==> src/rtl/hub75_pkg.sv <==
// rtl/hub75_pkg.sv - shared types, constants and width helpers for the HUB75 scan path
package hub75_pkg;

    // Scan sequencer states, in the order one bit plane walks through them
    typedef enum logic [2:0] {
        IDLE,
        START,
        WAIT_ACK,
        WAIT_DONE,
        BLANK,
        DISPLAY,
        NEXT
    } scan_state_t;

    localparam int unsigned blank_cycles_dflt_c = 4;
    localparam int unsigned oe_base_w_c         = 8;

    // Index width for a count of n items; never narrower than one bit
    function automatic int unsigned idx_w(input int unsigned n);
        return (n <= 1) ? 1 : $clog2(n);
    endfunction

    // Display counter width: largest weight is 2^oe_base_w_c << (bpp-1)
    function automatic int unsigned disp_w(input int unsigned bpp);
        return oe_base_w_c + bpp;
    endfunction

endpackage

==> src/rtl/hub75_bcm_timer.sv <==
// rtl/hub75_bcm_timer.sv - down-counter for blanking gaps and BCM-weighted display slots
module hub75_bcm_timer
    import hub75_pkg::*;
#(
    parameter int unsigned disp_w_p = 16,
    parameter int unsigned bit_w_p  = 3
) (
    input  logic                   clk,
    input  logic                   rst_n,
    input  logic                   load_blank_i,
    input  logic [disp_w_p-1:0]    blank_val_i,
    input  logic                   load_bcm_i,
    input  logic [oe_base_w_c-1:0] base_i,
    input  logic [bit_w_p-1:0]     bit_i,
    output logic                   done_o
);

    logic [disp_w_p-1:0] cnt_q;
    logic [disp_w_p-1:0] cnt_d;

    // Load either the blank length or (base+1)<<bit, otherwise count down to zero
    always_comb begin
        cnt_d = cnt_q;
        if (load_blank_i) begin
            cnt_d = blank_val_i;
        end else if (load_bcm_i) begin
            cnt_d = (disp_w_p'(base_i) + disp_w_p'(1)) << bit_i;
        end else if (cnt_q != '0) begin
            cnt_d = cnt_q - disp_w_p'(1);
        end
    end

    // Counter register
    always_ff @(posedge clk or negedge rst_n) begin
        if (!rst_n) begin
            cnt_q <= '0;
        end else begin
            cnt_q <= cnt_d;
        end
    end

    // A load of N keeps the owning state for N cycles; the last one sees cnt_q==1
    assign done_o = (cnt_q <= disp_w_p'(1));

endmodule

==> src/rtl/hub75_scan_ctrl.sv <==
// rtl/hub75_scan_ctrl.sv - row/bit-plane scan sequencer with BCM output-enable timing
module hub75_scan_ctrl
    import hub75_pkg::*;
#(
    parameter int unsigned hpixel_p       = 64,
    parameter int unsigned vpixel_p       = 64,
    parameter int unsigned bpp_p          = 8,
    parameter int unsigned segments_p     = 2,
    parameter int unsigned blank_cycles_p = blank_cycles_dflt_c,
    localparam int unsigned rows_p          = vpixel_p / segments_p,
    localparam int unsigned row_w_p         = idx_w(rows_p),
    localparam int unsigned addr_width_p    = idx_w(hpixel_p * vpixel_p),
    localparam int unsigned pix_bit_width_p = idx_w(bpp_p),
    localparam int unsigned disp_w_p        = disp_w(bpp_p)
) (
    input  logic                       clk,
    input  logic                       rst_n,
    input  logic                       i_enable,
    input  logic [7:0]                 i_oe_base,
    output logic                       o_tx_start,
    output logic [addr_width_p-1:0]    o_init_addr,
    output logic [pix_bit_width_p-1:0] o_pix_bit,
    input  logic                       i_tx_ready,
    output logic [row_w_p-1:0]         o_row_addr,
    output logic                       o_oe_n,
    output logic                       o_frame_done,
    output logic                       o_busy
);

    scan_state_t state_q, state_d;

    logic [row_w_p-1:0]         row_cnt_q, row_cnt_d;
    logic [pix_bit_width_p-1:0] bit_cnt_q, bit_cnt_d;
    logic [7:0]                 oe_base_q, oe_base_d;

    logic                       tx_start_q, tx_start_d;
    logic [addr_width_p-1:0]    init_addr_q, init_addr_d;
    logic [pix_bit_width_p-1:0] pix_bit_q, pix_bit_d;
    logic [row_w_p-1:0]         row_addr_q, row_addr_d;
    logic                       oe_n_q, oe_n_d;
    logic                       frame_done_q, frame_done_d;
    logic                       busy_q, busy_d;

    logic last_bit, last_row, frame_wrap;
    logic tmr_load_blank, tmr_load_bcm, tmr_done;

    assign last_bit   = (bit_cnt_q == pix_bit_width_p'(bpp_p - 1));
    assign last_row   = (row_cnt_q == row_w_p'(rows_p - 1));
    assign frame_wrap = last_bit && last_row;

    // State register
    always_ff @(posedge clk or negedge rst_n) begin
        if (!rst_n) begin
            state_q <= IDLE;
        end else begin
            state_q <= state_d;
        end
    end

    // Next-state logic; timer loads fire on the edge that enters BLANK / DISPLAY
    always_comb begin
        state_d        = state_q;
        tmr_load_blank = 1'b0;
        tmr_load_bcm   = 1'b0;
        case (state_q)
            IDLE:      if (i_enable && i_tx_ready) state_d = START;
            START:     state_d = WAIT_ACK;
            WAIT_ACK:  if (!i_tx_ready) state_d = WAIT_DONE;
            WAIT_DONE: if (i_tx_ready) begin
                           state_d        = BLANK;
                           tmr_load_blank = 1'b1;
                       end
            BLANK:     if (tmr_done) begin
                           state_d      = DISPLAY;
                           tmr_load_bcm = 1'b1;
                       end
            DISPLAY:   if (tmr_done) state_d = NEXT;
            NEXT:      state_d = (!i_enable && frame_wrap) ? IDLE : START;
            default:   state_d = IDLE;
        endcase
    end

    // Row/bit counters and BCM base; the base only moves at frame boundaries
    always_comb begin
        row_cnt_d = row_cnt_q;
        bit_cnt_d = bit_cnt_q;
        oe_base_d = oe_base_q;
        if (state_q == IDLE && state_d == START) begin
            row_cnt_d = '0;
            bit_cnt_d = '0;
            oe_base_d = i_oe_base;
        end else if (state_q == NEXT) begin
            if (!last_bit) begin
                bit_cnt_d = bit_cnt_q + pix_bit_width_p'(1);
            end else begin
                bit_cnt_d = '0;
                row_cnt_d = last_row ? '0 : row_cnt_q + row_w_p'(1);
            end
            if (frame_wrap) begin
                oe_base_d = i_oe_base;
            end
        end
    end

    // Output next-state, derived from the state being entered so outputs stay registered
    always_comb begin
        tx_start_d  = (state_d == START);
        init_addr_d = init_addr_q;
        pix_bit_d   = pix_bit_q;
        if (state_d == START) begin
            init_addr_d = addr_width_p'(row_cnt_d) * addr_width_p'(hpixel_p);
            pix_bit_d   = bit_cnt_d;
        end
        row_addr_d = row_addr_q;
        if (state_d == BLANK && state_q != BLANK) begin
            row_addr_d = row_cnt_q;
        end
        oe_n_d       = (state_d != DISPLAY);
        frame_done_d = (state_q == DISPLAY) && (state_d == NEXT) && frame_wrap;
        busy_d       = (state_d != IDLE);
    end

    // Datapath and output registers; reset blanks the panel immediately
    always_ff @(posedge clk or negedge rst_n) begin
        if (!rst_n) begin
            row_cnt_q    <= '0;
            bit_cnt_q    <= '0;
            oe_base_q    <= '0;
            tx_start_q   <= 1'b0;
            init_addr_q  <= '0;
            pix_bit_q    <= '0;
            row_addr_q   <= '0;
            oe_n_q       <= 1'b1;
            frame_done_q <= 1'b0;
            busy_q       <= 1'b0;
        end else begin
            row_cnt_q    <= row_cnt_d;
            bit_cnt_q    <= bit_cnt_d;
            oe_base_q    <= oe_base_d;
            tx_start_q   <= tx_start_d;
            init_addr_q  <= init_addr_d;
            pix_bit_q    <= pix_bit_d;
            row_addr_q   <= row_addr_d;
            oe_n_q       <= oe_n_d;
            frame_done_q <= frame_done_d;
            busy_q       <= busy_d;
        end
    end

    hub75_bcm_timer #(
        .disp_w_p (disp_w_p),
        .bit_w_p  (pix_bit_width_p)
    ) u_timer (
        .clk          (clk),
        .rst_n        (rst_n),
        .load_blank_i (tmr_load_blank),
        .blank_val_i  (disp_w_p'(blank_cycles_p)),
        .load_bcm_i   (tmr_load_bcm),
        .base_i       (oe_base_q),
        .bit_i        (bit_cnt_q),
        .done_o       (tmr_done)
    );

    assign o_tx_start   = tx_start_q;
    assign o_init_addr  = init_addr_q;
    assign o_pix_bit    = pix_bit_q;
    assign o_row_addr   = row_addr_q;
    assign o_oe_n       = oe_n_q;
    assign o_frame_done = frame_done_q;
    assign o_busy       = busy_q;

endmodule

==> config.mk <==
export PLATFORM = sky130hd
export DESIGN_NAME = hub75_scan_ctrl
export DESIGN_NICKNAME = d
export VERILOG_FILES = /design/src/rtl/hub75_pkg.sv /design/src/rtl/hub75_bcm_timer.sv /design/src/rtl/hub75_scan_ctrl.sv
export SDC_FILE = /design/constraint.sdc
export NUM_CORES = 1
export LEC_CHECK = 0
export BUFFER_PORTS_ARGS = -buffer_cell sky130_fd_sc_hd__buf_2
export CORE_MARGIN = 1.5
export CORE_UTILIZATION = 40
export CTS_CLUSTER_DIAMETER = 120
export DETAILED_ROUTE_END_ITERATION = 7
export HOLD_SLACK_MARGIN = 0.1
export PLACE_DENSITY = 0.59
export SYNTH_ARGS = -nofsm -noshare
export SYNTH_HDL_FRONTEND = slang
export SYNTH_SLANG_ARGS = --single-unit
export TNS_END_PERCENT = 50
==> constraint.sdc <==
create_clock -name clk -period 3.96 [get_ports clk]
set_input_delay 0.396 -clock clk [delete_from_list [all_inputs] [get_ports clk]]
set_output_delay 0.396 -clock clk [all_outputs]
set_load 0.03 [all_outputs]
[Word-level counts from Yosys, hierarchy flattened]
Cells that the tools add are included.
Word-level totals
  register bits after elaboration: 52
  output and inout port bits: 24
Operators by class
  add/subtract/negate cells: 4
  magnitude comparators: 1
  equal/unequal tests: 13
  shifts and indexed selects: 1
  multiplexer cells: 24
  reduce and logical (&&, ||, !) cells: 15
Operators with widths (number)
  16-bit two-way mux: 3
  3-bit two-way mux: 8
  8-bit two-way mux: 3
  3-bit one-hot mux with 7 select lines: 1
  5-bit two-way mux: 4
  3-bit equality test, second input constant: 6
  16-bit by 1-bit <= comparator with 1-bit output, second input constant: 1
  16-bit nonzero test: 1
  16-bit by 3-bit left shift with 16-bit output: 1
  16-bit by 1-bit subtractor with 16-bit output, second input constant: 1
  8-bit by 1-bit adder with 9-bit output, second input constant: 1
  1-bit logical AND: 7
  3-bit by 1-bit equality test with 1-bit output, second input constant: 2
  3-bit by 2-bit equality test with 1-bit output, second input constant: 2
  3-bit inequality test, second input constant: 2
  3-bit nonzero test: 2
  5-bit by 1-bit adder with 5-bit output, second input constant: 1
  5-bit equality test, second input constant: 1
  1-bit two-way mux: 5
  2-bit nonzero test: 2
  3-bit by 1-bit adder with 3-bit output, second input constant: 1
  3-bit zero test: 1
  2-bit AND reduction: 1
  1-bit zero test: 1

[Logic depth before layout (Yosys ltp)]
Gate-level depths: netlist of the first run.
  depth in word-level cells: 9
  mapped depth: 9

[Hierarchy]
Synthesis of the first run repeated with hierarchy kept, for this count alone.
Second synthesis, totals
  cells, all modules: 361
  area, all modules: 3353.2 um2
Modules (own cells, without submodules)
  hub75_scan_ctrl: instances 1, cells each 145, area each 1694.1 um2
  hub75_bcm_timer: instances 1, cells each 216, area each 1659.1 um2

[Worst setup path after synthesis of the first run]
OpenSTA, ideal clock, no wires.
  path kind: reg-to-reg
  start point: reg u_timer.cnt_q[0]
  end point: reg u_timer.cnt_q[4]
  library setup time: 0.120 ns
  data arrival time: 2.098 ns
  required time: 3.840 ns
  path slack: 1.741 ns
  stages on the path, launching flop included: 10
  path buffers: 2
  period minus slack after synthesis: 2.219 ns
  path through: dfrtp_1 inv_1 ha_1 clkbuf_2 nor2_1 or4b_2 nor2_4 buf_2 o211ai_1 o211a_1
On the way
  cells in the longest elaborated chain, start to end: 5
  elaborated cells on any way between the ends: 9
  classes of those cells: add/sub (1); order compare (1); mux (5); reduce/logical (2)
Ends and longest elaborated chain
  start, declared: RTL line hub75_bcm_timer.sv:18  | logic [disp_w_p-1:0] cnt_q;
  start signal, assigned: RTL line hub75_bcm_timer.sv:38  | cnt_q <= cnt_d;
  16-bit by 1-bit <= comparator with 1-bit output: RTL line hub75_bcm_timer.sv:43  | assign done_o = (cnt_q <= disp_w_p'(1));
  1-bit two-way mux: RTL line hub75_scan_ctrl.sv:73  | BLANK: if (tmr_done) begin
  1-bit two-way mux: RTL line hub75_scan_ctrl.sv:65  | case (state_q)
  16-bit two-way mux: RTL line hub75_bcm_timer.sv:26  | end else if (load_bcm_i) begin
  16-bit two-way mux: RTL line hub75_bcm_timer.sv:24  | if (load_blank_i) begin
Several ways; a longest one is shown, not always the timed one. The select of a mux whose other input is x is not followed.
A chain may end at the register's enable or synchronous reset.

[Final worst setup path of the first run]
  start point: reg bit_cnt_q[0]
  end point: reg oe_base_q[1]
On the way
  cells in the longest elaborated chain, start to end: 9
  elaborated cells on any way between the ends: 11
  classes of those cells: eq/ne (2); mux (3); reduce/logical (6)
Ends and longest elaborated chain
  start, declared: RTL line hub75_scan_ctrl.sv:33  | logic [pix_bit_width_p-1:0] bit_cnt_q, bit_cnt_d;
  start signal, assigned: RTL line hub75_scan_ctrl.sv:138  | bit_cnt_q <= bit_cnt_d;
  3-bit equality test *: RTL line hub75_scan_ctrl.sv:47  | assign last_bit = (bit_cnt_q == pix_bit_width_p'(bpp_p - 1));
  1-bit logical AND *: RTL line hub75_scan_ctrl.sv:49  | assign frame_wrap = last_bit && last_row;
  1-bit logical AND: RTL line hub75_scan_ctrl.sv:78  | NEXT: state_d = (!i_enable && frame_wrap) ? IDLE : START;
  1-bit two-way mux: RTL line hub75_scan_ctrl.sv:78
  3-bit one-hot mux with 7 select lines: RTL line hub75_scan_ctrl.sv:65
  3-bit by 1-bit equality test with 1-bit output: RTL line hub75_scan_ctrl.sv:88  | if (state_q == IDLE && state_d == START) begin
  1-bit logical AND: RTL line hub75_scan_ctrl.sv:88
  2-bit nonzero test (no line)
  2-bit AND reduction (no line)
  end signal, assigned: RTL line hub75_scan_ctrl.sv:139  | oe_base_q <= oe_base_d;
  end, declared: RTL line hub75_scan_ctrl.sv:34  | logic [7:0] oe_base_q, oe_base_d;
Every way passes the cells marked *; elsewhere a longest branch is shown, timed or not.

==> metrics.md, run 1 <==
| Metric | Value |
|---|---|
| Final hold vios | 0 |
| Worst skew pair latency | ~0.32 ns |
| Distinct cells, synth | 67 |
| Cells after Synth | 357 |
| Gp weighted congestion | 0.795 |
| Final setup viols | 0 |
| Layout cells sized above 1 | 18.4% |
| Vias | about 2600 |
| Final Max Tran Viols | 0 |
| Htree depth | 2 |
| Pin count of the biggest net entering global routing | 53 |
| Slowest CP cell | a31oi_1 |
| Final core utilization | between 40% and 50% |
| CTS hold repair buffers | 0 |
| Synth warn | 0 |
| Sequential share of power | 58.8% |
| Rows | 32 |
| Core area | roughly 7800 µm² |
| Hold Crit Class | primary input to async pin |
| CTS tree | built |
| Synth Area per Inst | 9.24 µm² |
| Peak supply drop | 0.150 mV |
| Worst Path Arrival | 2.87 ns |
| EDFF count, synth | 0 |
| Post-CTS Setup Inserts | 0 |
| Clock transition at path regs | ~0.10 ns |
| Via density | around 5.6 |
| Post-synthesis mux area share | under 10% |
| Routed WL per cell | 15.0 µm |
| Crit. End Element | flop |
| Initial antenna violation count | 0 |
| First drt pass iteration count | 4 |
| Switching part of the total power | 27.1% |
| Post-Synth Adder-Cell Area | 3.04% |
| I/O pins | 36 |
| Commonest cells post-synth | dfrtp_1 (51), nand2_1 (33), nand3_1 (22), a21oi_1 (21), o21ai_0 (18) |
| Flop2flop setup slack | approximately 1.3 ns |
| CP required | 4.16 ns |
| Clock sink count | 52 |
| Pwr per Cell Area | 267 nW/µm² |
| Total grt overflow | 0 |
| Die boundary width | 93.8 µm |
| Syn Std Cell Area | 3300 µm² |
| Reg2reg path depth | 4 |
| Share of the synthesized area in the top cell type | roughly 39% |
| Setup TNS | 0 ns |
| RSZ-0062 raised after global routing | no |
| Crit path top cell by count | ha_1 |
| Post-synth top flop | dfrtp_1 |
| Comb pwr share | 8.4% |
| CP delay by family, top | compound AO/OA/AOI/OAI gates |
| Max-slew headroom | 39.5% |
| Buffers and inverters on the worst path | 0 |
| Drt drc | 0 |
| Chip height | 93.8 µm |
| Drt initial violations | around 130 |
| Register bit total from synthesis | 52 |
| Max clock buf depth | 2 |
| Post-synthesis simple-gate area fraction | 24.5% |
| Hold WS | about 0.18 ns |
| Final wirelength | 7160 µm |
| DP Wirelength | 5250 µm |
| Ant diodes | 0 |
| Clk pwr share | 32.8% |
| # Max-Cap Violations | 0 |
| CTS Buf Count | 5 |
| Post-synthesis sequential area ratio | between 30% and 40% |
| Layout Nets | 394 |
| Worst path cell trace | ha_1 > ha_1 > a31oi_1 > mux2_2 |
| IO buf count | 28 |
| Total Routing Usage GR | 17.4% |
| Post-synthesis xor/xnor area fraction | 3.98% |
| RR Endpoint | oe_base_q[1] |
| Pint | 0.000693 W |
| Worst r2r src | bit_cnt_q[0] |
| Most frequent cell after synthesis | dfrtp_1 |
| Critical path class | flop to flop |
| CP startpoint kind | flop |
| Post-layout min period | approximately 2.7 ns |
| Main area contributors after synthesis | dfrtp_1 (39%), mux2_2 (5.8%), nand2_1 (3.8%), nand3_1 (3.3%), a21oi_1 (3.2%) |
| Synth Area in Compound Gates | 17.8% |
| Skew final | 0.0119 ns |
| Cts repair resizes | 0 |
| Die Area | around 8800 µm² |
| Yosys top cell by area | dfrtp_1 |
| F_max | 374 MHz |
| Final ANT Viol Nets | 0 |
| Worst-margin pin slew | between 0.9 and 1 ns |
| Sw power | 0.000258 W |
| Area grow syn2layout | 8.05% |
| Vias in the first global route | 2483 |
| Async SR Flop Fraction | 100% |
| Max stage delay on crit path | 0.78 ns |
| First-pass GRT wire length | 12200 µm |
| Status | complete, no violations |
| Max FO, Critical Path | 30 |
| Leakage Power | ~1.5 nW |
| Initial core utilization | 42.0% |
| Clk root buf | clkbuf_8 |
| Final Cycle Share | roughly two thirds |
| Largest family of logic cells by synthesized area | simple AND/OR/NAND/NOR gates |
-- cells by family after synthesis --
logic type,after synthesis
XOR/XNOR,15
AND/OR/NAND/NOR,141
buffers and inverters,35
other,1
flip-flops,52
multiplexers,18
adder cells (fa/ha/maj),8
AO/OA/AOI/OAI,87
-- area by class of cell --
class	instances	area, µm²
inverter	9	33.8
fill	796	4290
tap	102	128
sequential	52	1300
clock buffer	5	68.8
timing repair buffer	30	155
multi-input combinational	276	1850
clock inverter	3	21.3
-- power groups by stage --
| stage | clock network, W | logic, W | registers, W |
|---|---|---|---|
| detailed placement | 0 | 0.0000804 | 0.000570 |
| global placement | 0 | 0.0000804 | 0.000570 |
| global route | 0.000345 | 0.0000900 | 0.000563 |
| finish | 0.000312 | 0.0000800 | 0.000559 |
| CTS | 0.000327 | 0.0000807 | 0.000559 |
| floorplan | 0 | 0.0000624 | 0.000562 |
-- flip-flops by register name, summed over array words and instances, names as in the netlist, 3 cells and up --
register and count:
bit_cnt_q 3, o_init_addr 5, o_pix_bit 3, o_row_addr 5, oe_base_q 8, row_cnt_q 5
state_q 3, u_timer.cnt_q 16
-- per-layer routing --
layer  routed length, µm  vias up  track usage, %  part of all wire (%)
li1                    -     1334               -                     -
met1                3680     1253            26.5                    51
met2                3090       52            24.8                    43
met3                 277        9            3.07                   3.9
met4                 112        0            5.72                   1.6
met5                   0        -               0                     0
-- stage by stage --
step,setup slack (ns),instances,instance area (µm²),power (W)
after CTS,1.22,477,3560,0.000967
after detailed placement,1.26,469,3470,0.000650
after floorplan,1.74,363,3320,0.000625
final,1.29,477,3560,0.000951
after global placement,1.30,469,3470,0.000650
after global routing,1.01,477,3560,0.000997
-- layout by cell type (no fill, tap or decap), types with 6 or more instances in the layout --
cell / netlist / layout
mux2_2: 17 / 17
nand2_1: 33 / 33
nand2b_1: 7 / 7
nor3_1: 11 / 11
or3_1: 7 / 7
xnor2_1: 10 / 10
conb_1: 1 / 7
o21ai_0: 18 / 18
ha_1: 8 / 8
o211ai_1: 6 / 6
nand4_1: 7 / 7
buf_2: 4 / 28
dfrtp_1: 51 / 51
nand3_1: 22 / 22
a21oi_1: 21 / 21
inv_1: 8 / 8
nor2_1: 17 / 17
-- worst max path at each step --
stage,from,end,depth (start not counted)
after global placement,bit_cnt_q[0],oe_base_q[6],4
final,bit_cnt_q[0],oe_base_q[1],4
after detailed placement,bit_cnt_q[0],oe_base_q[7],4
after floorplan,u_timer.cnt_q[0],u_timer.cnt_q[4],9
after CTS,bit_cnt_q[0],oe_base_q[7],4
after global routing,bit_cnt_q[0],o_init_addr[6],7
Note: power is estimated with default switching activity, not from simulation.
==> run 2, diff against run 1 <==
- ABC_AREA: unset -> 1
- clock period: 3.96 -> 2.6 ns (I/O delays scaled with it)
==> run 2 against run 1 <==
Critical path depth grew 1. Worst setup slack lost 0.87 ns. Flip-flop and latch count is the same. Power grew to 4.5 times the previous value. Largest power group is now combinational logic. Cell area grew 1.3%. Critical path type unchanged. Utilization grew 0.61 points. Critical endpoint unchanged.
==> metrics.md, run 2 <==
| Metric | Value |
|---|---|
| Fillers | 848 |
| Skew final | between 0.01 and 0.015 ns |
| Die Area | 8770 µm² |
| Hold Crit Class | primary input to flop |
| F_max | 457 MHz |
| Setup TNS | 0 ns |
| GR Layer Usage met1 | 27.1% |
| Synth Area per Inst | about 7 µm² |
| Synth warn | 0 |
| Final Cycle Share | 84.1% |
| EDFF count, synth | 0 |
| Most frequent cell after synthesis | nand2_1 |
| Layout cells sized above 1 | 13.4% |
| Gp weighted congestion | 0.823 |
| Max clock buf depth | 2 |
| Vias | 2887 |
| Drt initial violations | 156 |
| CP startpoint kind | flop |
| CTS tree | built |
| Main area contributors after synthesis | dfrtp_1 (39%), nand2_1 (17%), nand3_1 (7.6%), nor2_1 (7.1%), inv_1 (4.2%) |
| Top reg by flops | u_timer.cnt_q |
| Max-slew headroom | about half |
| Critical path class | flop to flop |
| Initial core utilization | 41.9% |
| Routed WL per cell | 12.4 µm |
| First drt pass iteration count | 4 |
| Yosys top cell by area | dfrtp_1 |
| Pin count of the biggest net entering global routing | 34 |
| Die boundary width | between 90 and 100 µm |
| Register bit total from synthesis | 52 |
| Vias in the first global route | 2626 |
| Cells after Synth | 462 |
| Total grt overflow | 0 |
| Chip height | 93.7 µm |
| Post-Synth Adder-Cell Area | 3.05% |
| Async SR Flop Fraction | 100% |
| Global-route met3 utilization | 2.35% |
| Post-synthesis xor/xnor area fraction | 2.93% |
| Share of the synthesized area in the top cell type | 38.8% |
| Via density | 4.85 |
| Worst skew pair latency | 0.31 ns |
| CP required | 2.81 ns |
| Worst setup margin | approximately 0.41 ns |
| Post-layout min period | ~2.2 ns |
| Post-place setup slack | 0.432 ns |
| CTS Buf Count | 5 |
| Leakage Power | 1.90 nW |
| Final Max Tran Viols | 0 |
| Largest family of logic cells by synthesized area | simple AND/OR/NAND/NOR gates |
| Post-CTS Setup Inserts | 0 |
| Post-synthesis mux area share | 0.685% |
| Clock sink count | 52 |
| Rows | 32 |
| Post-synthesis sequential area ratio | 39.6% |
| DP Wirelength | 5770 µm |
| Distinct cells, synth | 32 |
| Routing usage on met2 | 27.2% |
| Initial antenna violation count | 0 |
| Clock transition at path regs | 0.10 ns |
| Grt peak-use layer | met2 |
| # Max-Cap Violations | 0 |
| IO buf count | 28 |
| Peak supply drop | 0.522 mV |
| Ant diodes | 0 |
| Final wirelength | 7380 µm |
| Synth Area in Compound Gates | 6.05% |
| I/O pins | 36 |
| Post-synth top flop | dfrtp_1 |
| Largest regs | u_timer.cnt_q x16, oe_base_q x8 |
| Commonest non-fill, non-tap cell in the layout | nand2_1 |
| Clk root buf | clkbuf_8 |
| Syn Std Cell Area | 3290 µm² |
| Worst-margin pin slew | about 0.74 ns |
| Status | complete, no violations |
| Commonest cells post-synth | nand2_1 (146), nor2_1 (62), dfrtp_1 (51), nand3_1 (50), inv_1 (37) |
| Crit. End Element | flop |
| Most frequent cells in the layout | nand2_1 (146), nor2_1 (62), dfrtp_1 (51) |
| Final setup viols | 0 |
| Max FO, Critical Path | 13 |
| Post-synthesis simple-gate area fraction | 39.5% |
| Layout Nets | ~510 |
| Drt drc | 0 |
| Final ANT Viol Nets | 0 |
| Max FFs per register | 16 |
| Worst Path Arrival | 2.39 ns |
| Area grow syn2layout | 9.82% |
| First-pass GRT wire length | 12500 µm |
| RSZ-0062 raised after global routing | no |
| Core area | between 7000 and 8000 µm² |
| Final hold vios | 0 |
| Pwr per Cell Area | 1200 nW/µm² |
| Htree depth | 2 |
| Total Routing Usage GR | 18.1% |
[run 2: cells by family (layout without fill, tap and decap cells)]
logic type / Yosys count / count (layout)
multiplexers: 2 / 2
AND/OR/NAND/NOR: 290 / 290
flip-flops: 52 / 52
buffers and inverters: 59 / 84
AO/OA/AOI/OAI: 39 / 39
adder cells (fa/ha/maj): 8 / 8
other: 1 / 7
XOR/XNOR: 11 / 11
[run 2: stage by stage]
step / hold slack (ns) / power (W) / cells / utilization (%) / cell area (µm²)
finish: 0.149 / 0.00433 / 595 / 46.0 / 3610
global route: 0.155 / 0.00477 / 595 / 46.0 / 3610
CTS: 0.139 / 0.00436 / 595 / 46.0 / 3610
detailed placement: 0.381 / 0.00384 / 586 / 44.6 / 3500
global placement: 0.372 / 0.00381 / 586 / 44.6 / 3500
floorplan: -0.0356 / 0.00327 / 468 / - / 3310
[run 2: power by group]
part | switching, W | internal (W) | leakage [nW] | total (W)
combinational | 0.00157 | 0.000753 | 1.18 | 0.00233
sequential | 0.000360 | 0.00115 | 0.670 | 0.00151
clock | 0.000288 | 0.000198 | 0.0463 | 0.000486
[run 2: area by class of cell]
type / instances / area [µm²] / share of cell area [%]
Inverter: 43 / 161 / 4.47
Multi-Input combinational cell: 357 / 1740 / 48.2
Sequential cell: 52 / 1300 / 36.1
Clock inverter: 3 / 27.5 / 0.763
Clock buffer: 5 / 68.8 / 1.91
Timing Repair Buffer: 33 / 180 / 4.99
Tap cell: 102 / 128 / 3.54
[run 2: final timing paths]
path | from | end | slack (ns) | cells past startpoint
min in group asynchronous | rst_n | oe_base_q[7] | 0.55 | 2
worst max register to register | bit_cnt_q[1] | oe_base_q[1] | 0.41 | 5
worst min register to register | o_init_addr[10] | o_init_addr[10] | 0.48 | 2
worst min-delay path | i_oe_base[3] | oe_base_q[3] | 0.15 | 3
worst max-delay path | bit_cnt_q[1] | oe_base_q[1] | 0.41 | 5
max in group asynchronous | rst_n | o_oe_n | 1.35 | 3
[run 2: critical path, stage by stage (launching register included)]
cell,delay (ns)
dfrtp_1,0.59
ha_1,0.22
ha_1,0.28
nand2_1,0.13
o21ai_0,0.46
mux2_2,0.39
[run 2: layer usage]
metal,vias up,wire [µm]
li1,1520,-
met1,1308,3810
met2,55,3310
met3,4,203
met4,0,63
met5,-,0
[run 2: what timing repair did]
item                      4_1_cts  5_1_grt
hold endpoints to repair       31        0
hold buffers                    1        0
gates resized for setup         0        0
